<file path="src/rtl/sigmoid_pkg.sv">
// Shared types, constants and helpers for the bfloat16 sigmoid pipeline.
package sigmoid_pkg;

   typedef struct packed {
      logic       sign;
      logic [7:0] exp;
      logic [6:0] mant;
   } bf16_t;

   typedef enum logic [2:0] {
      CLS_NORMAL,
      CLS_ZERO,
      CLS_POS_INF,
      CLS_NEG_INF,
      CLS_NAN
   } op_class_e;

   localparam int unsigned LATENCY = 4;

   localparam logic [15:0] BF16_ZERO = 16'h0000;
   localparam logic [15:0] BF16_ONE  = 16'h3F80;
   localparam logic [15:0] BF16_HALF = 16'h3F00;
   localparam logic [15:0] BF16_QNAN = 16'h7FC0;

   // |x| is Q4.16, y is Q1.16
   localparam int unsigned FIX_INT_W  = 4;
   localparam int unsigned FIX_FRAC_W = 16;
   localparam int unsigned FIX_W      = FIX_INT_W + FIX_FRAC_W;
   localparam int unsigned Y_W        = 1 + FIX_FRAC_W;

   localparam logic [7:0] EXP_SPECIAL = 8'hFF;
   localparam logic [7:0] EXP_SAT     = 8'd130;
   localparam logic [7:0] EXP_MIN     = 8'd111;
   // Exponent at which {1,mant} lands in Q4.16 without shifting
   localparam logic [7:0] EXP_ALIGN   = 8'd118;
   // bf16 exponent of the Q1.16 LSB (bias minus fraction width)
   localparam logic [7:0] EXP_Y_LSB   = 8'd111;

   localparam logic [FIX_W-1:0] ABS_SAT   = 20'h80000;
   localparam logic [FIX_W-1:0] BRK_5P0   = 20'h50000;
   localparam logic [FIX_W-1:0] BRK_2P375 = 20'h26000;
   localparam logic [FIX_W-1:0] BRK_1P0   = 20'h10000;

   localparam logic [Y_W-1:0] Y_ONE       = 17'h10000;
   localparam logic [Y_W-1:0] OFF_0P84375 = 17'h0D800;
   localparam logic [Y_W-1:0] OFF_0P625   = 17'h0A000;
   localparam logic [Y_W-1:0] OFF_0P5     = 17'h08000;

   function automatic op_class_e classify(input bf16_t x);
      if (x.exp == EXP_SPECIAL) begin
         if (x.mant != '0) classify = CLS_NAN;
         else              classify = x.sign ? CLS_NEG_INF : CLS_POS_INF;
      end else if (x.exp == '0) begin
         classify = CLS_ZERO;
      end else begin
         classify = CLS_NORMAL;
      end
   endfunction

   function automatic logic [FIX_W-1:0] to_fixed(input bf16_t x);
      logic [FIX_W-1:0] sig;
      sig = FIX_W'({1'b1, x.mant});
      if (x.exp >= EXP_SAT)        to_fixed = ABS_SAT;
      else if (x.exp < EXP_MIN)    to_fixed = '0;
      else if (x.exp >= EXP_ALIGN) to_fixed = sig << (x.exp - EXP_ALIGN);
      else                         to_fixed = sig >> (EXP_ALIGN - x.exp);
   endfunction

   function automatic logic [Y_W-1:0] eval_segment(input logic [FIX_W-1:0] a);
      if (a >= BRK_5P0)        eval_segment = Y_ONE;
      else if (a >= BRK_2P375) eval_segment = Y_W'(a >> 5) + OFF_0P84375;
      else if (a >= BRK_1P0)   eval_segment = Y_W'(a >> 3) + OFF_0P625;
      else                     eval_segment = Y_W'(a >> 2) + OFF_0P5;
   endfunction

endpackage

</file>
<file path="src/rtl/sigmoid_pipelined_fixed_to_bf16.sv">
// Combinational Q1.16 -> bf16 normalizer (stage 4 of sigmoid_pipelined).
// Truncates by default; define SIGMOID_RNE_EN for round-to-nearest-even.
module fixed_to_bf16
   import sigmoid_pkg::*;
(
   input  logic [Y_W-1:0] y,
   output logic [15:0]    bf
);

   logic [4:0]     lead;
   logic [Y_W-1:0] norm;
   logic [7:0]     exp_f;
   logic [6:0]     mant;
   bf16_t          res;
`ifdef SIGMOID_RNE_EN
   logic           guard;
   logic           sticky;
   logic [7:0]     mant_inc;
`endif

   always_comb begin
      lead = '0;
      for (int unsigned i = 0; i < Y_W; i++) begin
         if (y[i]) lead = 5'(i);
      end
      norm  = y << (5'(Y_W - 1) - lead);
      exp_f = EXP_Y_LSB + {3'b000, lead};
      mant  = 7'(norm >> (Y_W - 8));
`ifdef SIGMOID_RNE_EN
      guard    = norm[Y_W-9];
      sticky   = |norm[Y_W-10:0];
      mant_inc = {1'b0, mant} + 8'd1;
      if (guard && (sticky || mant[0])) begin
         mant = mant_inc[6:0];
         if (mant_inc[7]) exp_f = exp_f + 8'd1;
      end
`endif
      res.sign = 1'b0;
      res.exp  = exp_f;
      res.mant = mant;
      // No leading one after normalizing means y was zero
      if (!norm[Y_W-1]) res = '0;
      bf = res;
   end

endmodule

</file>
<file path="src/rtl/sigmoid_pipelined.sv">
// Four-stage bfloat16 sigmoid approximation (piecewise-linear, shift/add only).
// Optional macro SIGMOID_RNE_EN selects round-to-nearest-even in the normalizer.
module sigmoid_pipelined
   import sigmoid_pkg::*;
(
   input  logic        clk,
   input  logic        rst,
   input  logic        valid_in,
   input  logic [15:0] data_in,
   output logic        valid_out,
   output logic [15:0] data_out
);

   bf16_t x;
   assign x = data_in;

   logic             s1_valid, s1_neg;
   op_class_e        s1_cls;
   logic [FIX_W-1:0] s1_abs;

   logic             s2_valid, s2_neg;
   op_class_e        s2_cls;
   logic [Y_W-1:0]   s2_y;

   logic             s3_valid;
   op_class_e        s3_cls;
   logic [Y_W-1:0]   s3_y;

   logic [15:0]      y_bf;
   logic [15:0]      result;

   always_ff @(posedge clk or posedge rst) begin
      if (rst) begin
         s1_valid <= 1'b0;
         s1_neg   <= 1'b0;
         s1_cls   <= CLS_NORMAL;
         s1_abs   <= '0;
      end else begin
         s1_valid <= valid_in;
         if (valid_in) begin
            s1_neg <= x.sign;
            s1_cls <= classify(x);
            s1_abs <= to_fixed(x);
         end
      end
   end

   always_ff @(posedge clk or posedge rst) begin
      if (rst) begin
         s2_valid <= 1'b0;
         s2_neg   <= 1'b0;
         s2_cls   <= CLS_NORMAL;
         s2_y     <= '0;
      end else begin
         s2_valid <= s1_valid;
         if (s1_valid) begin
            s2_neg <= s1_neg;
            s2_cls <= s1_cls;
            s2_y   <= eval_segment(s1_abs);
         end
      end
   end

   // sigmoid(-x) = 1 - sigmoid(x)
   always_ff @(posedge clk or posedge rst) begin
      if (rst) begin
         s3_valid <= 1'b0;
         s3_cls   <= CLS_NORMAL;
         s3_y     <= '0;
      end else begin
         s3_valid <= s2_valid;
         if (s2_valid) begin
            s3_cls <= s2_cls;
            s3_y   <= s2_neg ? (Y_ONE - s2_y) : s2_y;
         end
      end
   end

   fixed_to_bf16 u_norm (
      .y  (s3_y),
      .bf (y_bf)
   );

   always_comb begin
      result = y_bf;
      unique case (s3_cls)
         CLS_ZERO:    result = BF16_HALF;
         CLS_POS_INF: result = BF16_ONE;
         CLS_NEG_INF: result = BF16_ZERO;
         CLS_NAN:     result = BF16_QNAN;
         default:     result = y_bf;
      endcase
   end

   always_ff @(posedge clk or posedge rst) begin
      if (rst) begin
         valid_out <= 1'b0;
         data_out  <= '0;
      end else begin
         valid_out <= s3_valid;
         if (s3_valid) data_out <= result;
      end
   end

endmodule

</file>
<file path="config.mk">
export PLATFORM = sky130hd
export DESIGN_NAME = sigmoid_pipelined
export DESIGN_NICKNAME = d
export VERILOG_FILES = /design/src/rtl/sigmoid_pkg.sv /design/src/rtl/sigmoid_pipelined_fixed_to_bf16.sv /design/src/rtl/sigmoid_pipelined.sv
export SDC_FILE = /design/constraint.sdc
export NUM_CORES = 1
export LEC_CHECK = 0
export CORE_ASPECT_RATIO = 1.1
export CORE_MARGIN = 2
export CORE_UTILIZATION = 44
export DETAILED_ROUTE_END_ITERATION = 6
export GPL_TIMING_DRIVEN = 0
export PLACE_DENSITY_LB_ADDON = 0.1
export SLEW_MARGIN = 20
export SYNTH_ARGS = -nofsm -noshare
export SYNTH_HDL_FRONTEND = slang
export SYNTH_HIERARCHICAL = 1
export SYNTH_SLANG_ARGS = --single-unit
export TNS_END_PERCENT = 30
</file>
<file path="constraint.sdc">
create_clock -name clk -period 4.2 [get_ports clk]
set_input_delay 0.84 -clock clk [delete_from_list [all_inputs] [get_ports clk]]
set_output_delay 0.84 -clock clk [all_outputs]
set_load 0.05 [all_outputs]
</file>
==> reports/metrics.csv, run 1 <==
stage,metric,value,unit
synth,synth_area_leaders,"dfrtp_1 34%, o21ai_0 4.4%, mux2i_1 4.0%",
timing,fmaxAchievable,0.2587,GHz
synth,synthDistinctLibCells,88,
cts,cts_resized,0,
synth,syn_avg_cell_area,8.626,um^2
cts,post_cts_buffers,0,
setup_path,startpoint,s3_y[11]$_DFFE_PP0P_,
routing,wl,16.01,mm
global_route,grt_pass1_wl,26.88,mm
layout,final_cell_mix,"85 x dfrtp_1, 61 x nor2_1, 61 x nand2_1",
timing,hold_viol_final,0,
global_route,grt_use_total,0.2157,
timing,worst_pin_slew,0.7973,ns
routing,viasPerCell,5.724,
floorplan,die_y,129.3,um
power_and_ir_drop,p_int,2.055,mW
global_route,grt_pass1_vias,5506,
cts,clockRootBuffer,clkbuf_16,
cts,cts_tree,yes,
timing,fin_hold_ws,0.3823,ns
layout,drive_gt1_frac,0.1067,
setup_path,worst-endpoint-required,4.42,ns
floorplan,die_x,117.9,um
routing,post-route-drc-count,0,
layout,regArea,2127,um^2
timing,rsz0062_at_grt,no,
power_and_ir_drop,total_power,3.501,mW
place,numPortBuffers,32,
synth,netlist.area_leader.share,0.3387,
place,post-dp-hpwl,12.63,mm
synth,ys.flop_type,dfrtp_1,
hold_path,min_path_type,reg -> reg,
cts,clkTransAtPathRegs,0.06,ns
cts,hold_buffers,0,
cts,htreeDepth,3,
global_route,gr-total-overflow,0,
setup_path,path_max_fanout,10,
floorplan,core,13850,um^2
layout,area_growth,14.39,%
timing,fin_crit,3.866,ns
timing,finalClockSkew,0.005517,ns
global_route,antenna_found_initial,0,
setup_path,reg2reg_from,s3_y[11]$_DFFE_PP0P_,
cts,cts_buffers,9,
synth,ys_seq_elements,85,
synth,synth_top_area_cell,dfrtp_1,
timing,fin_crit_sh,0.9204,
power_and_ir_drop,p_sw_frac,0.4129,
layout,finalNonFillerCells,966,
routing,ant_nets,0,
setup_path,critPathArrivalTime,4.09,ns
floorplan,start_util,0.4534,
power_and_ir_drop,combinationalPowerShare,0.462,
cts,numClockSinks,85,
hold_path,worstHoldStart,s2_valid$_DFF_PP0_,
power_and_ir_drop,leakagePower,2.984,nW
power_and_ir_drop,ir_worst_vdd,0.1994,mV
floorplan,rows,45,
layout,n_antenna_cell,0,
global_route,grt_max_degree,45,
setup_path,end_kind,flip-flop,
synth,synth_edf_count,0,
synth,synthArstFlopShare,1.000,
setup_path,critPathKind,reg -> reg,
synth,yosysSeqAreaShare,0.3387,
routing,firstDrtPassIters,5,
synth,syn_inst,728,
setup_path,rrSetupSlack,0.33,ns
routing,wl_per_cell,16.57,um
place,gp_congestion,0.9001,
timing,max_slew_margin,0.4647,
layout,nets,806,
setup_path,worstSetupStartpointType,flip-flop,
synth,synth_area,6280,um^2
layout,mostFrequentLayoutCell,dfrtp_1,
layout,final_util,0.5186,
job,cap_violations,0,
layout,multi_input_comb_area,3712,um^2
floorplan,die_area,15240,um^2
floorplan,io-pin-count,36,
synth,yosysWarnings,6,
place,place_inst,950,
power_and_ir_drop,switchingPower,1.445,mW
power_and_ir_drop,clockPowerShare,0.235,
power_and_ir_drop,seqPwrFrac,0.302,
timing,setup_viol,0,
routing,drt_first_iter_violations,355,
layout,n_fill_cell,1336,
power_and_ir_drop,power.density,487.3,nW/um^2
run_status,outcome,completed,
timing,slew_viol_final,0,
routing,vias,5529,
cts,clk_latency,0.34,ns
cts,clockBufferDepth,2,
## power by group through the flow
stage / Combinational [mW] / Sequential, mW / Clock (mW)
floorplan: 1.00 / 1.25 / 0
global placement: 1.60 / 1.07 / 0
detailed placement: 1.61 / 1.08 / 0
CTS: 1.62 / 1.06 / 0.839
global route: 1.78 / 1.08 / 0.874
finish: 1.62 / 1.06 / 0.824
## metal layers
layer	up-vias	global-route usage	routed length [um]
li1	2756	-	-
met4	0	0.1099	616
met2	124	0.4012	8377
met1	2603	0.2475	6587
met5	-	0	0
met3	46	0.02289	425
## worst max-delay path: stages (launching register included)
cell	delay [ns]
dfrtp_1	0.36
buf_6	0.15
inv_2	0.05
a2111oi_4	0.36
buf_4	0.23
a21o_4	0.16
inv_2	0.07
ha_1	0.32
inv_1	0.10
clkbuf_1	0.39
o21ai_0	0.22
a311o_2	0.46
nand3_4	0.14
a311oi_1	0.10
maj3_1	0.39
mux2_2	0.26
## logic make-up after synthesis
logic type,count (synthesis),share of synthesized area
other cells,1,0.0005972
compound gates,221,0.2528
buf+inv,101,0.07073
flops,85,0.3387
mux,46,0.08109
fa+ha+maj,16,0.03108
simple gates,231,0.1873
xor+xnor,27,0.03766
## synth_stat cells, types with 16 or more instances
library cell,number
nor2_1,61
clkbuf_1,23
o21ai_0,55
nor2b_1,21
mux2i_1,25
nand2_1,61
a21oi_1,46
nor3_1,16
inv_1,52
dfrtp_1,85
nand3_1,16
mux2_2,19
## worst paths after layout
path	to	cells after the start
worst max-delay path	data_out[6]$_DFFE_PP0P_	15
worst min-delay path	s3_valid$_DFF_PP0_	0
worst max register to register	data_out[6]$_DFFE_PP0P_	15
worst min register to register	s3_valid$_DFF_PP0_	0
max in group asynchronous	s2_y[10]$_DFFE_PP0P_	3
min in group asynchronous	s1_cls[0]$_DFFE_PP0P_	2
## state kept, by name (all words and copies together) (netlist names)
name,flops
data_out,16
s1_abs,20
s1_cls,3
s1_neg,1
s1_valid,1
s2_cls,3
s2_neg,1
s2_valid,1
s2_y,17
s3_cls,3
s3_valid,1
s3_y,17
valid_out,1
## stage by stage
step | worst slack (ns) | setup TNS (ns) | area (um^2)
3_3_place_gp | -0.07583 | -5.995 | 6839
5_1_grt | 0.08020 | 0 | 7183
4_1_cts | 0.3384 | 0 | 7183
3_5_place_dp | 0.3534 | 0 | 6862
2_1_floorplan | 0.8570 | 0 | 6284
6_report | 0.3344 | 0 | 7183
## area by class of cell
class                           instances  area share
Multi-Input combinational cell        543      0.5168
Sequential cell                        85      0.2961
Timing Repair Buffer                   33     0.04738
Clock buffer                           12     0.03710
Buffer                                 46     0.03310
Tap cell                              188     0.03275
Inverter                               55     0.02909
Clock inverter                          4    0.007664
(Power assumes the default switching activity.)
==> run 2: changes to the inputs <==
ABC_CLOCK_PERIOD_IN_PS = 4200   (was unset)
==> results of run 2 <==
No change in the layout: final DEF, timing and power equal those of run 1.
==> run 3: changes to the inputs <==
CELL_PAD_IN_SITES_DETAIL_PLACEMENT = 1   (was unset)
CELL_PAD_IN_SITES_GLOBAL_PLACEMENT = 1   (was unset)
GPL_TIMING_DRIVEN = unset   (was 0)
RECOVER_POWER = 100   (was unset)
==> run 3 against run 2 <==
- the run now ends with max-capacitance violations, max-slew violations left
- critical path depth down 3
- worst hold slack better by 0.11 ns
- via count rose by 0.96%
- fmax down 0.49%
- sequential power hardly changed
- clock power shrank 8.9%
- final cell count shrank 2.4%
- sequential share of layout area grew 0.69 points
- die area is the same
- flip-flop and latch count unchanged
- utilization decreased by 1.2 points
- critical path type unchanged
==> reports/metrics.csv, run 3 (synthesis results as in run 1) <==
stage,metric,value,unit,change
routing,ant_nets,0,,unchanged
run_status,outcome,"complete, but fails checks",,
routing,wl_per_cell,19.04,um,+15%
cts,clockBufferDepth,2,,unchanged
timing,rsz0062_at_grt,no,,
setup_path,rrSetupSlack,0.32,ns,-0.02 ns
cts,numClockSinks,85,,unchanged
timing,fin_ws,0.3154,ns,-0.01899 ns
cts,post_cts_buffers,0,,unchanged
power_and_ir_drop,power.density,484.3,nW/um^2,-0.63%
layout,nets,783,,-2.9%
cts,htreeDepth,3,,unchanged
layout,final_util,0.5069,,-0.01174
layout,mostFrequentLayoutCell,dfrtp_1,,
cts,clkTransAtPathRegs,0.06,ns,about the same
timing,finalSetupTns,0,ns,unchanged
power_and_ir_drop,leakagePower,2.930,nW,-1.8%
cts,clk_latency,0.34,ns,about the same
routing,topRoutingLayerUsed,met4,,
floorplan,die_x,117.9,um,unchanged
global_route,grt_pass1_vias,5819,,+5.7%
layout,drive_gt1_frac,0.09139,,-0.01529
layout,n_fill_cell,1664,,+25%
cts,cts_buffers,9,,unchanged
setup_path,worstSetupStartpointType,flip-flop,,
hold_path,min_path_type,reg -> reg,,
setup_path,path_max_fanout,20,,+10
floorplan,die_y,129.3,um,unchanged
layout,reg_top3,"s1_abs x20, s2_y x17, s3_y x17",,
layout,area_growth,11.80,%,
setup_path,r2r_end,data_out[6]$_DFFE_PP0P_,,
routing,viasPerCell,5.919,,+3.4%
routing,vias,5582,,+0.96%
power_and_ir_drop,total_power,3.400,mW,-2.9%
timing,fmaxAchievable,0.2574,GHz,-0.49%
cts,clockRootBuffer,clkbuf_16,,
setup_path,r2r_cells,12,,-3
layout,final_cell_mix,"85 x dfrtp_1, 61 x nor2_1, 61 x nand2_1",,
routing,drt-met1-wl,7.667,mm,+16%
routing,firstDrtPassIters,4,,-1
cts,cts_resized,0,,unchanged
setup_path,end_kind,flip-flop,,
timing,setup_viol,0,,unchanged
routing,wl,17.96,mm,+12%
floorplan,start_util,0.4534,,unchanged
power_and_ir_drop,ir_worst_vdd,0.1789,mV,-10%
timing,max_slew_margin,-0.6204,,-1.085
routing,dr_wl_met2,9.404,mm,+12%
cts,cts_tree,yes,,
cts,hold_buffers,0,,unchanged
setup_path,reg2reg_from,s3_y[11]$_DFFE_PP0P_,,
floorplan,rows,45,,unchanged
setup_path,crit_end,data_out[6]$_DFFE_PP0P_,,
floorplan,die_area,15240,um^2,unchanged
timing,fin_crit_sh,0.9249,,+0.004522
setup_path,critPathArrivalTime,4.16,ns,+0.07 ns
global_route,grt_pass1_wl,30.57,mm,+14%
place,gp_congestion,0.8857,,-1.6%
setup_path,worst-endpoint-required,4.48,ns,+0.06 ns
timing,slew_viol_final,54,,+54
global_route,gr-total-overflow,0,,unchanged
global_route,grt_max_degree,54,,+20%
timing,hold_viol_final,0,,unchanged
setup_path,startpoint,s3_y[11]$_DFFE_PP0P_,,
timing,finalClockSkew,0.006927,ns,+0.001410 ns
layout,largest_reg_flops,20,,unchanged
layout,n_antenna_cell,0,,unchanged
global_route,grt_use_total,0.2464,,+0.03069
routing,post-route-drc-count,0,,unchanged
job,cap_violations,1,,+1
setup_path,critPathKind,reg -> reg,,
timing,fin_crit,3.885,ns,+0.01899 ns
place,numPortBuffers,35,,+9.4%
floorplan,io-pin-count,36,,unchanged
place,post-dp-hpwl,13.63,mm,+8.0%
place,dpl_worst_slack,0.2334,ns,-0.1200 ns
timing,worst_pin_slew,2.417,ns,+1.620 ns
floorplan,core,13850,um^2,unchanged
run_status,violations,"max-capacitance violations, max-slew violations",,
global_route,antenna_found_initial,0,,unchanged
routing,wl_met3,313,um,-26%
routing,drt_first_iter_violations,249,,-30%
layout,top_register,s1_abs,,
-- run 3: cell types whose count changed in the layout (fill, tap and decap cells not counted), sizes merged --
cell           change
inv                -1
bufinv             -1
buf                -9
clkinvlp           +2
clkbuf            -16
clkdlybuf4s50     -17
clkinv             -1
dlygate4sd3       +20
-- run 3: per-stage QoR --
stage | hold slack, ns | std cells | cell area, um^2
6_report | 0.4925 | 943 | 7020
5_1_grt | 0.5294 | 943 | 7020
4_1_cts | 0.5079 | 938 | 7033
3_5_place_dp | 0.4909 | 922 | 6753
3_3_place_gp | 0.4849 | 922 | 6753
2_1_floorplan | 0.3519 | 729 | 6284
-- run 3: how the worst min path moves through the flow --
stage / to / cells past startpoint / slack (ns) / startpoint
3_5_place_dp: s3_valid$_DFF_PP0_ / 0 / 0.49 / s2_valid$_DFF_PP0_
4_1_cts: s3_valid$_DFF_PP0_ / 0 / 0.51 / s2_valid$_DFF_PP0_
3_3_place_gp: s2_cls[0]$_DFFE_PP0P_ / 1 / 0.48 / s2_cls[0]$_DFFE_PP0P_
6_report: s3_valid$_DFF_PP0_ / 0 / 0.49 / s2_valid$_DFF_PP0_
2_1_floorplan: s3_valid$_DFF_PP0_ / 0 / 0.35 / s2_valid$_DFF_PP0_
5_1_grt: s3_valid$_DFF_PP0_ / 0 / 0.53 / s2_valid$_DFF_PP0_
-- run 3: power by group --
part           internal (mW)  switching [mW]  total [mW]
sequential             0.936           0.146        1.08
combinational          0.564            1.00        1.57
clock                  0.433           0.319       0.751
total                   1.93            1.47        3.40
-- run 3: critical path, stage by stage, from the launching register on --
cell	delay [ns]
dfrtp_1	0.53
inv_1	0.12
a2111oi_4	0.49
a21o_4	0.30
inv_2	0.11
ha_1	0.31
buf_4	0.24
mux4_2	0.57
o221ai_4	0.24
nand3_1	0.25
a311oi_1	0.33
maj3_1	0.19
mux2_2	0.13
-- run 3: metal layers --
| metal | track usage | up-vias |
|---|---|---|
| met5 | 0 | - |
| met4 | 0.1070 | 0 |
| met3 | 0.02905 | 28 |
| met2 | 0.4566 | 84 |
| met1 | 0.2895 | 2772 |
| li1 | - | 2698 |
-- run 3: cell type report --
class | count | area (um^2) | area share
Multi-Input combinational cell | 543 | 3689 | 0.5254
Sequential cell | 85 | 2127 | 0.3030
Timing Repair Buffer | 56 | 481.7 | 0.06862
Clock buffer | 13 | 260.3 | 0.03707
Tap cell | 188 | 235.2 | 0.03351
Inverter | 55 | 207.7 | 0.02958
Clock inverter | 3 | 20.02 | 0.002852
